**src/rtl/sword_serial_shift_out.sv**
```systemverilog
// sword_serial_shift_out: loads a frame, shifts it out on a divided clock for a 74HC595-style chain, then strobes the latch.
module sword_serial_shift_out #(
  parameter int DATA_W    = 64,
  parameter int CLK_DIV   = 4,
  parameter bit MSB_FIRST = 1'b1
) (
  input  logic              SI_ClkIn,
  input  logic              SI_Reset_N,
  input  logic [DATA_W-1:0] data_i,
  input  logic              load_i,
  output logic              busy_o,
  output logic              done_o,
  output logic              sr_clk,
  output logic              sr_do,
  output logic              sr_pen,
  output logic              sr_clr_n
);
  localparam int CW = $clog2(DATA_W + 1);
  localparam int DW = $clog2(CLK_DIV + 1);
  localparam logic [1:0] IDLE  = 2'd0;
  localparam logic [1:0] SHIFT = 2'd1;
  localparam logic [1:0] LATCH = 2'd2;
  localparam logic [CW-1:0] BIT_LAST = CW'(DATA_W - 1);
  localparam logic [DW-1:0] DIV_LAST = DW'(CLK_DIV - 1);
  logic [1:0]        st_q, st_d;
  logic [CW-1:0]     cnt_q, cnt_d;
  logic [DW-1:0]     div_q, div_d;
  logic [DATA_W-1:0] sh_q, sh_d, sh_adv;
  logic              clk_q, clk_d, do_q, do_d, pen_q, pen_d;
  logic              busy_q, busy_d, done_q, done_d, clr_q;
  logic              first_bit, adv_bit, div_last;
  assign sh_adv    = MSB_FIRST ? sh_q << 1 : sh_q >> 1;
  assign adv_bit   = MSB_FIRST ? sh_adv[DATA_W-1] : sh_adv[0];
  assign first_bit = MSB_FIRST ? data_i[DATA_W-1] : data_i[0];
  assign div_last  = div_q == DIV_LAST;
  always_comb begin
    st_d   = st_q;
    cnt_d  = cnt_q;
    div_d  = div_q;
    sh_d   = sh_q;
    clk_d  = clk_q;
    do_d   = do_q;
    pen_d  = pen_q;
    busy_d = busy_q;
    done_d = 1'b0;
    case (st_q)
      IDLE: begin
        clk_d  = 1'b0;
        pen_d  = !load_i;
        busy_d = load_i;
        if (load_i) begin
          st_d  = SHIFT;
          sh_d  = data_i;
          cnt_d = '0;
          div_d = '0;
          do_d  = first_bit;
        end
      end
      SHIFT: begin
        div_d = div_last ? '0 : div_q + 1'b1;
        clk_d = div_last ? !clk_q : clk_q;
        // End of the high phase: advance to the next bit or finish the frame.
        if (div_last && clk_q) begin
          sh_d  = sh_adv;
          cnt_d = cnt_q + 1'b1;
          do_d  = (cnt_q == BIT_LAST) ? 1'b0 : adv_bit;
          st_d  = (cnt_q == BIT_LAST) ? LATCH : SHIFT;
        end
      end
      LATCH: begin
        div_d  = div_last ? '0 : div_q + 1'b1;
        st_d   = div_last ? IDLE : LATCH;
        pen_d  = div_last;
        done_d = div_last;
        busy_d = !div_last;
      end
      default: st_d = IDLE;
    endcase
  end
  always_ff @(posedge SI_ClkIn) begin
    if (!SI_Reset_N) begin
      st_q   <= IDLE;
      cnt_q  <= '0;
      div_q  <= '0;
      sh_q   <= '0;
      clk_q  <= 1'b0;
      do_q   <= 1'b0;
      pen_q  <= 1'b1;
      busy_q <= 1'b0;
      done_q <= 1'b0;
      clr_q  <= 1'b0;
    end else begin
      st_q   <= st_d;
      cnt_q  <= cnt_d;
      div_q  <= div_d;
      sh_q   <= sh_d;
      clk_q  <= clk_d;
      do_q   <= do_d;
      pen_q  <= pen_d;
      busy_q <= busy_d;
      done_q <= done_d;
      clr_q  <= 1'b1;
    end
  end
  assign busy_o   = busy_q;
  assign done_o   = done_q;
  assign sr_clk   = clk_q;
  assign sr_do    = do_q;
  assign sr_pen   = pen_q;
  assign sr_clr_n = clr_q;
endmodule

```
**config.mk**
```make
export PLATFORM = sky130hd
export DESIGN_NAME = sword_serial_shift_out
export DESIGN_NICKNAME = d
export VERILOG_FILES = /design/src/rtl/sword_serial_shift_out.sv
export SDC_FILE = /design/constraint.sdc
export NUM_CORES = 1
export LEC_CHECK = 0
export ABC_AREA = 1
export BUFFER_PORTS_ARGS = -buffer_cell sky130_fd_sc_hd__buf_4
export CAP_MARGIN = 20
export CORE_UTILIZATION = 30
export DETAILED_ROUTE_END_ITERATION = 16
export PLACE_DENSITY = 0.58
export SETUP_SLACK_MARGIN = 0.4
export SYNTH_ARGS = -nofsm -noshare
export SYNTH_HDL_FRONTEND = slang
export SYNTH_SLANG_ARGS = --single-unit
```
**constraint.sdc**
```tcl
create_clock -name SI_ClkIn -period 2.5 [get_ports SI_ClkIn]
set_input_delay 0.375 -clock SI_ClkIn [delete_from_list [all_inputs] [get_ports SI_ClkIn]]
set_output_delay 0.375 -clock SI_ClkIn [all_outputs]
set_load 0.02 [all_outputs]
```
# Word-level counts from Yosys, hierarchy flattened
# Index checks and enable logic that the tools add are counted.
[totals]
ff_bits = 81
latch_bits = 0
mem_bits_rw = 0
romBits = 0
inputBits = 67
out_inout_bits = 6
elab_cells = 56
memories = 0
[op_classes]
n_addsub = 2
mul = 0
n_div = 0
n_lt_le_gt_ge = 0
n_eq_ne = 7
n_shift = 0
mux = 23
bitwise_logic = 0
n_reduce_logical = 14
[op_table]
columns = ["operator", "n"]
rows = [
  ["$mux W63", 2],
  ["$pmux W63 S2", 1],
  ["$mux W7", 2],
  ["$pmux W7 S2", 1],
  ["$mux W2", 4],
  ["$pmux W1 S2", 4],
  ["$reduce_and A2 Y1", 4],
  ["$add A7 B1 Y7 const B", 1],
  ["$eq A7 B6 Y1 const B", 1],
  ["$mux W3", 2],
  ["$ne A2 B2 Y1 const B", 3],
  ["$pmux W2 S3", 1],
  ["$pmux W3 S2", 1],
  ["$reduce_bool A2 Y1", 3],
  ["$mux W1", 5],
  ["$add A3 B1 Y3 const B", 1],
  ["$eq A3 B2 Y1 const B", 1],
  ["$logic_not A1 Y1", 3],
  ["$reduce_and A3 Y1", 1],
  ["$eq A2 B1 Y1 const B", 1],
  ["$eq A2 B2 Y1 const B", 1],
  ["$logic_not A2 Y1", 1],
  ["$reduce_or A2 Y1", 1],
  ["$logic_and A1 B1 Y1", 1],
]

# Logic depth before layout (Yosys ltp)
[depth]
depth_word = 4
ltp_mapped = 11

# Worst setup path after synthesis
# No wires, ideal clock.
[synth_timing]
path_kind = "register -> register"
from = "register st_q[1]"
to = "register sh_q[10]"
setup_ns = 0.132
arrival_ns = 1.523
required_ns = 2.368
setup_slack_ns = 0.845
stages_incl_launch_ff = 12
synth_period_minus_slack_ns = 1.655
cell_sequence = "dfxtp_1 inv_1 ha_1 buf_4 nand2_1 nand2_1 nor2_2 nand2_2 buf_6 buf_6 nand2_1 a21oi_1"
[synth_between]
elab_chain_len = 3
elab_cells_between_ends = 7
[synth_lines]
columns = ["element", "line", "text"]
rows = [
  ["start: declaration", "25", "logic [1:0] st_q, st_d;"],
  ["start signal: assignment", "93", "st_q <= st_d;"],
  ["$eq A2 B1 Y1 or $logic_not A2 Y1 (tied branches)", "46", "case (st_q)"],
  ["$ne A2 B2 Y1 (no source line) or $reduce_bool A2 Y1 (tied branches)", "n/a", ""],
  ["$reduce_and A3 Y1 (no source line)", "n/a", ""],
  ["end signal: assignment", "85", "sh_q <= '0;"],
  ["end signal: assignment", "96", "sh_q <= sh_d;"],
  ["end: declaration", "28", "logic [DATA_W-1:0] sh_q, sh_d, sh_adv;"],
]
# Parallel ways exist; a longest one is shown, timed or not.
# A chain may end at the register's enable or synchronous reset.

# Worst setup path in the final report
[layout_timing]
from = "register st_q[1]"
to = "register sh_q[34]"
# Same word-level chain as after synthesis.

==> summary.md <==
| Metric | Value |
|---|---|
| Status | `finished, final reports clean` |
| # clock sinks | `81` |
| CP max stage delay | `380 ps` |
| Die height | `116 um` |
| I/O pin total | `73` |
| Antenna violation net count after detailed routing | `0` |
| YS warnings | `0` |
| Initial antenna violation count | `0` |
| Site Rows | `41` |
| CTS tree | `done` |
| Vias post-DR | `3743` |
| CTS resizes | `0` |
| Post-CTS Setup Inserts | `0` |
| Worst Hold Class | `input pin to register` |
| Vias in the first global route | `3513` |
| Antenna diodes | `0` |
| Htree depth | `3` |
| Critical-path maximum fanout | `18` |
| Cells after synthesis | `613` |
| DR iter-0 viols | `191` |
| Ys async rst share | `0%` |
| Share of the synthesized area in the top cell type | `41.9%` |
| WHS Path Cells | `1` |
| Setup violations, final | `0` |
| Number of synthesized flops with an enable pin | `0` |
| CP endpoint kind | `register` |
| Syn nets | `686` |
| Slew @ Worst Pin | `634 ps` |
| RSZ-0062 raised after global routing | `false` |
| Clk buf depth | `2` |
| CP Class | `register to register` |
| Mux cell area share after synthesis | `0%` |
| Post-DP HPWL | `6.01 mm` |
| Worst setup path start | `st_q[1]$_SDFFE_PN0P_` |
| Synth cell types | `24` |
| Final Cell Area | `4900 um2` |
| Avg WL per Cell | `10.7 um` |
| Vias/cell | `4.43` |
| Post-Synth XOR/XNOR Area | `0.226%` |
| Grt total ovfl | `0` |
| R2R depth | `9` |
| Clk pin slew, worst setup/hold paths | `60 ps` |
| Final period utilization | `77.0%` |
| Crit-path cells | `inv_1, ha_2, buf_4, nor2_2, inv_1, nand2_4, buf_4, nand2_1, a21oi_1` |
| GRT Total Usage | `14.6%` |
| Area growth syn-to-layout | `26.6%` |
| Final nets | `742` |
| Most common flop cell mapped by yosys | `dfxtp_1` |
| CP startpoint kind | `register` |
| Fill cells | `1383` |
| Final Hold Viols | `0` |
| Clock skew | `7.17 ps` |
| Count leader, synth | `nand2_1` |
| Post-Syn Area per Cell | `6.32 um2` |
| First-pass GRT wire length | `15.4 mm` |
| Max_slew headroom | `57.7%` |
| Post-synthesis simple-gate area fraction | `37.9%` |
| Lkg Pwr | `2.24 nW` |
| Hold path startpoint | `SI_Reset_N` |
| Placer Congestion | `0.748` |
| Min cycle time layout | `1930 ps` |
| Layout cells sized above 1 | `15.5%` |
| Final wirelength | `9.06 mm` |
| Synth Area in Adders | `1.94%` |
| Initial core utilization | `30.7%` |
| Synthesized area | `3870 um2` |
| Buffers on Ports | `72` |
| Pwr Density | `1150 nW/um2` |
| R2R Path Start | `st_q[1]$_SDFFE_PN0P_` |
| Die Wd | `116 um` |
| Number of max-cap violations | `0` |
| Root buf cell | `clkbuf_16` |
| FF+latch count, synth | `81` |
| First-pass DRT Iterations | `4` |
| CORE AREA | `12600 um2` |
| # DRC | `0` |
| Largest family of logic cells by synthesized area | `simple AND/OR/NAND/NOR gates` |
| Die Area | `13400 um2` |
| Clock Latency Late Sink | `340 ps` |
| Sequential share of the synthesized area | `41.9%` |
| Peak supply drop | `0.573 mV` |
| Multi-input gate area | `1990 um2` |
| Largest net degree at the start of global routing | `68` |
| CP required | `2760 ps` |
| Post-synthesis compound-gate area fraction | `11.1%` |
| Top cells by area, synth | `dfxtp_1, nand2_1, a21oi_1` |
| Synth cell count leaders | `nand2_1, dfxtp_1, a21oi_1, inv_1, nor2_1` |
| Critical-path top delay cell | `dfxtp_1` |
| Register area | `1620 um2` |
| Setup TNS | `0 ps` |
| Count of final max-slew check failures | `0` |
| Hold Buf Count CTS | `0` |
| FMAX | `0.519 GHz` |
| Largest area contributor in the netlist | `dfxtp_1` |
| Dpl cell area | `4560 um2` |
| Arrival time at the worst endpoint | `2190 ps` |
| CTS buffer count | `9` |
## state kept, by name (all words and copies together) (netlist names)
signal,count
busy_o,1
cnt_q,7
div_q,3
done_o,1
sh_q,63
sr_clk,1
sr_clr_n,1
sr_do,1
sr_pen,1
st_q,2
## per-stage QoR
step	cells	utilization [%]	hold slack, ps	total power [mW]	setup slack, ps
floorplan	613	-	403	3.61	845
global placement	830	36.1	443	4.14	557
detailed placement	830	36.1	455	4.19	473
CTS	844	38.8	222	5.69	443
global route	844	38.8	226	6.11	399
finish	844	38.8	230	5.64	574
## logic make-up after synthesis
kind of cell	after synthesis
AND/OR/NAND/NOR	381
AO/OA/AOI/OAI	84
adder cells (fa/ha/maj)	6
flip-flops	81
buffers and inverters	60
XOR/XNOR	1
## area by class of cell
cell class                 count  area share, %
sequential                    81           33.1
clock buffer                  11           4.95
tap                          172           4.39
multi-input combinational    472           40.6
timing repair buffer          82           13.4
clock inverter                 3           1.84
inverter                      23           1.76
## worst max-delay path, delay by kind of cell (launching register included)
family / cells / cell delay (ps)
flip-flops: 1 / 380
AO/OA/AOI/OAI: 1 / 160
adder cells (fa/ha/maj): 1 / 200
buffers and inverters: 4 / 650
AND/OR/NAND/NOR: 3 / 470
## routing by layer
metal,up-vias,wire (um),GRT usage [%]
met5,-,0,0
met2,60,4190,24.7
met1,1662,4270,17.7
met4,0,199,7.19
li1,2005,-,-
met3,16,403,2.77
## final timing paths
check,end,slack [ps]
worst max-delay path,sh_q[34]$_SDFFE_PN0P_,570
worst min-delay path,sr_clr_n$_DFF_P_,230
worst max register to register,sh_q[34]$_SDFFE_PN0P_,570
worst min register to register,sh_q[48]$_SDFFE_PN0P_,460
## report_power, final
part	internal, mW	switching, mW	leakage [nW]
Combinational	0.782	1.51	1.42
Sequential	1.68	0.191	0.662
Clock	0.991	0.490	0.162
## cell usage in the layout, fill, tap and decap left out, types with 2 or more instances in the layout
cell type,instances
nand2_1,348
dfxtp_1,81
buf_4,78
a21oi_1,74
inv_1,21
nor2_1,16
nand3_1,11
clkbuf_16,9
o21ai_0,7
ha_1,5
bufinv_16,3
buf_12,3
nor2_2,2
inv_2,2
No activity file was read; power rests on OpenSTA's default activity.
